===== config.mk =====
export PLATFORM = sky130hd
export DESIGN_NAME = usb_ep_rx_stream
export DESIGN_NICKNAME = d
export VERILOG_FILES = /design/src/rtl/usb_ep_rx_stream.sv
export SDC_FILE = /design/constraint.sdc
export NUM_CORES = 1
export LEC_CHECK = 0
export BUFFER_PORTS_ARGS = -buffer_cell sky130_fd_sc_hd__buf_4
export CORE_ASPECT_RATIO = 1.25
export CORE_MARGIN = 2
export CORE_UTILIZATION = 45
export CTS_CLUSTER_SIZE = 16
export DETAILED_ROUTE_END_ITERATION = 8
export HOLD_SLACK_MARGIN = 0.06
export PLACE_DENSITY = 0.64
export SLEW_MARGIN = 40
export SYNTH_ARGS = -nofsm -noshare
export SYNTH_HDL_FRONTEND = slang
export SYNTH_SLANG_ARGS = --single-unit

===== constraint.sdc =====
create_clock -name clk -period 3.2 [get_ports clk]
set_clock_uncertainty 0.05 [all_clocks]
set_input_delay 0 -clock clk [delete_from_list [all_inputs] [get_ports clk]]
set_output_delay 0 -clock clk [all_outputs]
set_load 0.01 [all_outputs]

===== src/rtl/usb_ep_rx_stream.sv =====
// usb_ep_rx_stream: reads a byte range out of the USB EP RX buffer and
// streams it as bytes with valid/ready/last, using a two-word prefetch.
//
// Ports:
//   clk, rst_n            clock (ep_clk) and async active-low reset
//   cmd_valid/cmd_ready   command handshake; cmd_addr byte address,
//   cmd_addr/cmd_len      cmd_len byte count (0..1023)
//   abort                 cancel the running command
//   ep_rx_addr_0/re_0     buffer word address / read enable
//   ep_rx_data_1          buffer data, one cycle after the read enable
//   out_data/valid/last   byte stream towards the sink
//   out_ready             sink accepts byte
//   done                  one-cycle completion pulse
//   busy                  command in progress (~cmd_ready)

module usb_ep_rx_stream #(
  parameter int EPDW = 16,
  localparam int LB = $clog2(EPDW/8),
  localparam int EPAW = 11 - LB
) (
  input  logic            clk,
  input  logic            rst_n,
  input  logic            cmd_valid,
  output logic            cmd_ready,
  input  logic [10:0]     cmd_addr,
  input  logic [9:0]      cmd_len,
  input  logic            abort,
  output logic [EPAW-1:0] ep_rx_addr_0,
  output logic            ep_rx_re_0,
  input  logic [EPDW-1:0] ep_rx_data_1,
  output logic [7:0]      out_data,
  output logic            out_valid,
  output logic            out_last,
  input  logic            out_ready,
  output logic            done,
  output logic            busy
);

  localparam logic [1:0] S_IDLE   = 2'd0;
  localparam logic [1:0] S_FETCH  = 2'd1;
  localparam logic [1:0] S_STREAM = 2'd2;
  localparam logic [1:0] S_DONE   = 2'd3;

  logic [1:0]      r_state;
  logic            r_ph;
  logic            r_pend;
  logic            r_v0;
  logic            r_v1;
  logic [EPDW-1:0] r_w0;
  logic [EPDW-1:0] r_w1;
  logic [10:0]     r_cur;
  logic [9:0]      r_rem;
  logic [10:0]     r_wleft;
  logic [EPAW-1:0] r_raddr;

  logic            w_fetch;
  logic            w_stream;
  logic [1:0]      w_occ;
  logic            w_issue;
  logic            w_hs;
  logic            w_lastb;
  logic            w_pop;
  logic [10:0]     w_span;
  logic [10:0]     w_nwords;

  assign w_fetch  = (r_state == S_FETCH);
  assign w_stream = (r_state == S_STREAM);

  // Words held or in flight; a new read only when a slot is free.
  assign w_occ = {1'b0, r_v0} + {1'b0, r_v1}
               + {1'b0, r_pend};

  assign w_issue = ~abort
                 & (r_wleft != 11'd0)
                 & (w_fetch | w_stream)
                 & (w_occ < 2'd2);

  assign w_hs    = out_valid & out_ready;
  assign w_lastb = (r_rem == 10'd1);

  // Head word retires on its top lane or on the final byte.
  assign w_pop = w_hs & ((&r_cur[LB-1:0]) | w_lastb);

  // Words touched by [addr, addr+len-1], counted from the start lane.
  assign w_span = 11'(cmd_addr[LB-1:0])
                + 11'(cmd_len) - 11'd1;
  assign w_nwords = (w_span >> LB) + 11'd1;

  assign cmd_ready    = (r_state == S_IDLE);
  assign busy         = ~cmd_ready;
  assign done         = (r_state == S_DONE);
  assign ep_rx_re_0   = w_issue;
  assign ep_rx_addr_0 = r_raddr;
  assign out_valid    = w_stream & r_v0;
  assign out_last     = out_valid & w_lastb;
  assign out_data     = r_w0[{r_cur[LB-1:0], 3'b000} +: 8];

  always_ff @(posedge clk or negedge rst_n) begin
    if (!rst_n) begin
      r_state <= S_IDLE;
      r_ph    <= 1'b0;
      r_pend  <= 1'b0;
      r_v0    <= 1'b0;
      r_v1    <= 1'b0;
      r_w0    <= '0;
      r_w1    <= '0;
      r_cur   <= '0;
      r_rem   <= '0;
      r_wleft <= '0;
      r_raddr <= '0;
    end else begin
      r_pend <= w_issue;
      if (w_issue) begin
        r_raddr <= r_raddr + 1'b1;
        r_wleft <= r_wleft - 11'd1;
      end

      // Two-entry word queue: r_w0 is presented, r_w1 waits.
      if (w_pop) begin
        if (r_v1) begin
          r_w0 <= r_w1;
          r_v0 <= 1'b1;
          r_v1 <= r_pend;
          if (r_pend) r_w1 <= ep_rx_data_1;
        end else begin
          r_v0 <= r_pend;
          if (r_pend) r_w0 <= ep_rx_data_1;
        end
      end else if (r_pend) begin
        if (!r_v0) begin
          r_w0 <= ep_rx_data_1;
          r_v0 <= 1'b1;
        end else begin
          r_w1 <= ep_rx_data_1;
          r_v1 <= 1'b1;
        end
      end

      if (w_hs) begin
        r_cur <= r_cur + 11'd1;
        r_rem <= r_rem - 10'd1;
      end

      unique case (r_state)
        S_IDLE: begin
          r_ph <= 1'b0;
          if (cmd_valid) begin
            r_cur   <= cmd_addr;
            r_rem   <= cmd_len;
            r_raddr <= cmd_addr[10:LB];
            r_wleft <= w_nwords;
            r_state <= (cmd_len == 10'd0)
                     ? S_DONE : S_FETCH;
          end
        end
        S_FETCH: begin
          if (abort) begin
            r_state <= S_IDLE;
            r_ph    <= 1'b0;
            r_pend  <= 1'b0;
            r_v0    <= 1'b0;
            r_v1    <= 1'b0;
          end else if (r_ph) begin
            r_state <= S_STREAM;
            r_ph    <= 1'b0;
          end else begin
            r_ph <= 1'b1;
          end
        end
        S_STREAM: begin
          if (abort || (w_hs && w_lastb)) begin
            r_state <= abort ? S_IDLE : S_DONE;
            r_pend  <= 1'b0;
            r_v0    <= 1'b0;
            r_v1    <= 1'b0;
          end
        end
        S_DONE: begin
          r_state <= S_IDLE;
        end
      endcase
    end
  end

endmodule


==> metrics.txt, run 1 <==
status finished clean; synthesized instance count 414; Net Sw Power 1550 uW; Synth Register Bits 70; Num CTS Buffers 9; Synth cell types 58; die footprint 0.00979 mm^2; starting DRC count in detailed routing 176; Max Root-Sink Buffers 2; Net Count, Synth 467; ANT cells 0; FF-to-FF Start r_rem[1]$_DFF_PN0_; mean post-synth cell area 9.80 um^2; Layout fillers 737; Final Instance Area 0.00525 mm^2; Tmin final 2.70 ns; fin. max-slew vios 0; # Max-Cap Violations 0; Final Hold Viols 0; reg2reg setup slack 0.50 ns; fraction of layout cells with a size suffix above 1 24.3%; Placeable Area 0.00870 mm^2; cells on worst reg2reg path 7; worst skew pair latency 0.36 ns; VDD IR max 441 uV; Worst Max-Slew Pin Slew 0.634 ns; Final Cycle Share 84.5%; clock power share 17.9%; M1 GR Usage 26.7%; RSZ-0062 raised after global routing false; clock sink count 70; CTS tree done; clock root cell clkbuf_8; first-pass GRT wire length 16,100 um; final WL 9390 um; Final TNS setup 0 ns; Post-synth EDFFs 0; Avg WL per Cell 14.5 um; Vias 3,390; Int Pwr 2520 uW; post-CTS sizing 0; Final ANT Viol Nets 0; PwrDens 775 mW/mm^2; Routability Congestion 0.793; Placement Setup Slack 0.476 ns; achievable clock frequency 370 MHz; logic gate share of total power 41.9%; switch share 38.0%; global routing's busiest layer met2; met2 usage in global routing 36.4%; H-tree level count 3; Lkg Pwr 0.00225 uW; # IOs 66; Die Y 110 um; vias in the first global route 3,464; Final Core Density 60.3%; Initial Util 46.6%; Post-Syn Area 0.00406 mm^2; Setup Crit Path Kind reg -> reg; post-synthesis sequential area ratio 43.2%; Post-synth ARST share 100%; Post-DP HPWL 6460 um; gr usage total 21.2%; Port-buffer cells 65; Layout area overhead 29.5%; Placement Cell Area 0.00464 mm^2; Critical Path End Type flip-flop; CP Launch Type flip-flop; Synth warnings 0; Clk pin slew, worst setup/hold paths 0.08 ns; min-delay worst type in -> async; largest net degree at the start of global routing 71; Residual DRC 0; TritonRoute pass-1 iters 4; CP Max Fanout 16; max_slew headroom 57.7%; Post-CTS Repair Setup Buffers 0; Final setup violation count 0; FF-to-FF End r_w1[3]$_DFFE_PN0P_; fin nets 574; Vias/cell 5.25; row cnt 38; GRT overflow 0; Die W 88.9 um; Synth Flop Type dfrtp_1; worst endpoint required time 3.40 ns; initial antenna violation count 0; GR Util met3 3.72%; sequential power share 40.2%; Critical Path AT 2.90 ns; Setup WS post-layout 0.497 ns
-- sequential cells by signal, indices dropped and copies added (netlist names) --
signal        cells
r_cur             1
ep_rx_addr_0     10
r_rem            10
r_w0             16
r_pend            1
r_state           2
r_v1              1
r_ph              1
r_w1             16
r_v0              1
r_wleft          11
-- cells by family after synthesis --
| kind of cell | after synthesis | synth area share (%) |
|---|---|---|
| AO/OA/AOI/OAI | 93 | 15.2 |
| XOR/XNOR | 38 | 8.21 |
| adder cells (fa/ha/maj) | 11 | 3.39 |
| buffers and inverters | 32 | 4.54 |
| flip-flops | 70 | 43.2 |
| multiplexers | 28 | 7.65 |
| AND/OR/NAND/NOR | 142 | 17.8 |
-- critical path, stage by stage (launching register included) --
cell and delay, ns:
dfrtp_1 0.39, inv_1 0.08, ha_1 0.14, or3b_2 0.49, o41ai_4 0.33, nand3_1 0.20
o211ai_4 0.50, mux2_2 0.40
-- cells in the final DEF, fill, tap and decap left out, types with 5 or more instances in the layout --
cell type	count
nand3_1	8
inv_1	13
nor3_1	8
xor2_1	20
dfrtp_1	70
ha_1	11
mux2_2	23
clkbuf_8	9
nor4_1	5
nand2_1	42
o22ai_1	17
nand4_1	7
nor2_1	35
a21oi_1	24
dlygate4sd3_1	41
buf_4	72
o21ai_0	26
xnor2_1	18
-- worst max path at each step --
stage,startpoint,to,slack [ns],cells past startpoint
6_report,r_rem[1]$_DFF_PN0_,r_w1[3]$_DFFE_PN0P_,0.50,7
3_5_place_dp,r_rem[1]$_DFF_PN0_,r_w1[6]$_DFFE_PN0P_,0.48,7
2_1_floorplan,r_pend$_DFF_PN0_,r_wleft[4]$_DFF_PN0_,0.70,7
3_3_place_gp,r_rem[3]$_DFF_PN0_,r_w1[6]$_DFFE_PN0P_,0.52,5
4_1_cts,r_rem[1]$_DFF_PN0_,r_w1[3]$_DFFE_PN0P_,0.47,7
5_1_grt,r_rem[1]$_DFF_PN0_,r_w1[7]$_DFFE_PN0P_,0.31,7
-- synth_stat cells (all sizes together), types with 3 or more instances --
library cell,instances,area [um^2]
a21boi,4,41.3
a21oi,24,120
and2,3,18.8
and3,4,25.0
buf,8,65.1
clkbuf,10,37.5
dfrtp,70,1750
ha,11,138
inv,13,48.8
mux2,24,270
mux2i,4,40.0
nand2,44,170
nand3,9,50.1
nand3b,3,22.5
nand4,7,43.8
nor2,35,131
nor2b,3,18.8
nor3,8,40.0
nor4,6,43.8
o211ai,5,51.3
o21ai,27,135
o22ai,17,106
or3,4,25.0
or3b,3,28.8
or4,3,27.5
xnor2,18,158
xor2,20,175
-- metal layers --
layer,share of wire (%),up-vias,wire [um]
met1,44,1628,4140
met2,51,73,4790
li1,-,1677,-
met5,0,-,0
met4,1.3,0,121
met3,3.6,12,338
-- layout make-up --
| type | count | area [um^2] | area share [%] |
|---|---|---|---|
| inverter | 13 | 48.8 | 0.929 |
| clock buffer | 9 | 124 | 2.36 |
| multi-input combinational | 312 | 2120 | 40.4 |
| tap | 120 | 150 | 2.86 |
| sequential | 70 | 1750 | 33.4 |
| timing repair buffer | 115 | 982 | 18.7 |
| clock inverter | 7 | 73.8 | 1.41 |
-- through the flow --
stage          hold slack, ns  cells  power [uW]
6_report                0.164    646        4070
2_1_floorplan          -0.346    414        2730
3_3_place_gp            0.136    589        3280
3_5_place_dp          0.00342    589        3330
4_1_cts                 0.184    646        4110
5_1_grt                 0.227    646        4390
-- power groups by stage --
stage                     registers [uW]  logic (uW)  clock network, uW
after floorplan                     1600        1130                  0
after global placement              1630        1650                  0
after detailed placement            1640        1680                  0
after CTS                           1630        1730                745
after global routing                1690        1920                777
final                               1640        1710                727
-- timing repair --
item                                    CTS  global route
hold buffers                             41             0
hold endpoints to repair                130             0
endpoints found under the setup margin    0             0
No activity file was read; power rests on OpenSTA's default activity.
==> run 2: changes to the inputs <==
==> constraint.sdc (replaced) <==
create_clock -name clk -period 2.6 [get_ports clk]
set_clock_uncertainty 0.05 [all_clocks]
set_input_delay 0 -clock clk [delete_from_list [all_inputs] [get_ports clk]]
set_output_delay 0 -clock clk [all_outputs]
set_load 0.01 [all_outputs]
==> run 2 against run 1 <==
  * Via count up 2.3%
  * Worst setup slack worse by 0.43 ns
  * Register-to-register slack worse by 0.42 ns
  * Wire length up 5.3%
  * Combinational power up 31%
  * Clock power up 13%
  * Final cell count up 1.9%
  * Critical path depth unchanged
  * Global-route usage up 0.49 points
  * Critical endpoint is now ep_rx_re_0
  * Largest cell class unchanged
  * Largest power group unchanged
==> metrics.txt, run 2 (synthesis gave the netlist of run 1 again) <==
Final TNS setup 0 ns; ANT cells 0; Avg WL per Cell 15.0 um; largest net degree at the start of global routing 71; status finished clean; PwrDens 947 mW/mm^2; first-pass GRT wire length 16,200 um; starting DRC count in detailed routing 190; CP Max Fanout 19; Crit-path slowest cell o41a_1; max_slew headroom 56.8%; CTS tree done; Clk pin slew, worst setup/hold paths 0.09 ns; Worst path max stage delay 0.43 ns; reg2reg setup slack 0.08 ns; Die Y 110 um; Routed met1 length 4340 um; die footprint 0.00979 mm^2; vias in the first global route 3,430; Layout area overhead 32.0%; fraction of layout cells with a size suffix above 1 26.4%; biggest registers after layout r_w0 x16, r_w1 x16, r_wleft x11; Final Cycle Share 97.3%; FF-to-FF Start r_wleft[0]$_DFF_PN0_; worst endpoint required time 2.55 ns; routed wire length on met3 318 um; Worst Max-Slew Pin Slew 0.649 ns; fin nets 586; Critical Path AT 2.48 ns; min-delay worst type in -> async; Lkg Pwr 0.00231 uW; Final setup violation count 0; Num CTS Buffers 9; Placed Instances 596; Tmin final 2.53 ns; most frequent cells in the layout buf_4 (83), dfrtp_1 (70), nand2_1 (42), dlygate4sd3_1 (41), nor2_1 (35); Placeable Area 0.00870 mm^2; gr usage total 21.6%; worst skew pair latency 0.35 ns; Max Root-Sink Buffers 2; DR top layer met4; initial antenna violation count 0; Setup Crit Path Kind reg -> out; CP Buf/Inv Count 3; TritonRoute pass-1 iters 4; Die W 88.9 um; Finished Layout Cells 658; metal2 WL 5040 um; H-tree level count 3; Vias/cell 5.27; CP Launch Type flip-flop; clock root cell clkbuf_8; achievable clock frequency 395 MHz; Port-buffer cells 65; GRT overflow 0; VDD IR max 504 uV; Routability Congestion 0.846; Post-DP HPWL 6680 um; cells on worst reg2reg path 9; Critical Path End Type output pin; Residual DRC 0; fin. max-slew vios 0; Final ANT Viol Nets 0; RSZ-0062 raised after global routing true; commonest non-fill, non-tap cell in the layout buf_4; # IOs 66; final WL 9890 um; Top delay family on crit path simple AND/OR/NAND/NOR gates; Vias 3,467; # Max-Cap Violations 0; Final Hold Viols 0; Initial Util 46.6%; CP Cell Sequence inv_1 > ha_1 > or3b_4 > or3_4 > o41a_1 > buf_12 > buf_4; clock sink count 70; FF-to-FF End ep_rx_addr_0[5]$_DFF_PN0_; row cnt 38
-- run 2: changes by cell type in the layout (fill, tap and decap cells not counted), sizes merged --
cell    delta
inv        +3
bufinv     -1
buf       +12
clkinv     -2
-- run 2: final cells by class --
class,count,area [um^2]
fillers,770,3350
repair buffers,127,1080
clock inverters,7,56.3
clock buffers,9,124
inverters,13,48.8
multi-input cells,312,2140
flip-flops and latches,70,1750
well taps,120,150
-- run 2: worst max-delay path by stage --
stage                          from                   endpoint  depth (start not counted)
6_report       r_wleft[0]$_DFF_PN0_                 ep_rx_re_0                          7
5_1_grt        r_wleft[0]$_DFF_PN0_       r_wleft[4]$_DFF_PN0_                          9
4_1_cts            r_pend$_DFF_PN0_  ep_rx_addr_0[5]$_DFF_PN0_                          8
3_5_place_dp       r_pend$_DFF_PN0_  ep_rx_addr_0[5]$_DFF_PN0_                          8
3_3_place_gp       r_pend$_DFF_PN0_       r_wleft[4]$_DFF_PN0_                          8
2_1_floorplan      r_pend$_DFF_PN0_       r_wleft[4]$_DFF_PN0_                          7
-- run 2: timing repair --
action	CTS	global route
buffers inserted	0	5
hold buffers	41	0
resized for setup	0	4
setup endpoints to repair	0	21
hold endpoints to repair	128	0
-- run 2: metal layers --
layer  vias up  global-route usage [%]
li1       1710                       -
met1      1678                    27.7
met2        64                    35.8
met3        15                    3.87
met4         0                    9.31
met5         -                       0
-- run 2: stage by stage --
step	util (%)	setup WS [ns]	total power, uW	hold WS, ns	area [um^2]
3_5_place_dp	54.1	0.0254	4160	0.00945	4710
5_1_grt	61.5	-0.0779	5480	0.207	5350
4_1_cts	60.9	0.0000411	5050	0.175	5300
6_report	61.5	0.0697	5070	0.146	5350
3_3_place_gp	54.1	0.143	4090	0.131	4700
2_1_floorplan	-	0.0986	3350	-0.346	4060
-- run 2: worst reg2reg max path: cells and delay by family, from the launching register on --
family,cells,cell delay (ns)
adders and majority gates,1,0.15
AOI/OAI and AO/OA,2,0.53
xor gates and xnor gates,1,0.14
and+or+nand+nor,3,0.88
buffers and inverters,2,0.24
DFF,1,0.40
-- run 2: power breakdown --
part / internal, uW / total [uW] / switching, uW
Sequential: 1590 / 2010 / 420
Clock: 359 / 823 / 464
Combinational: 1160 / 2240 / 1080
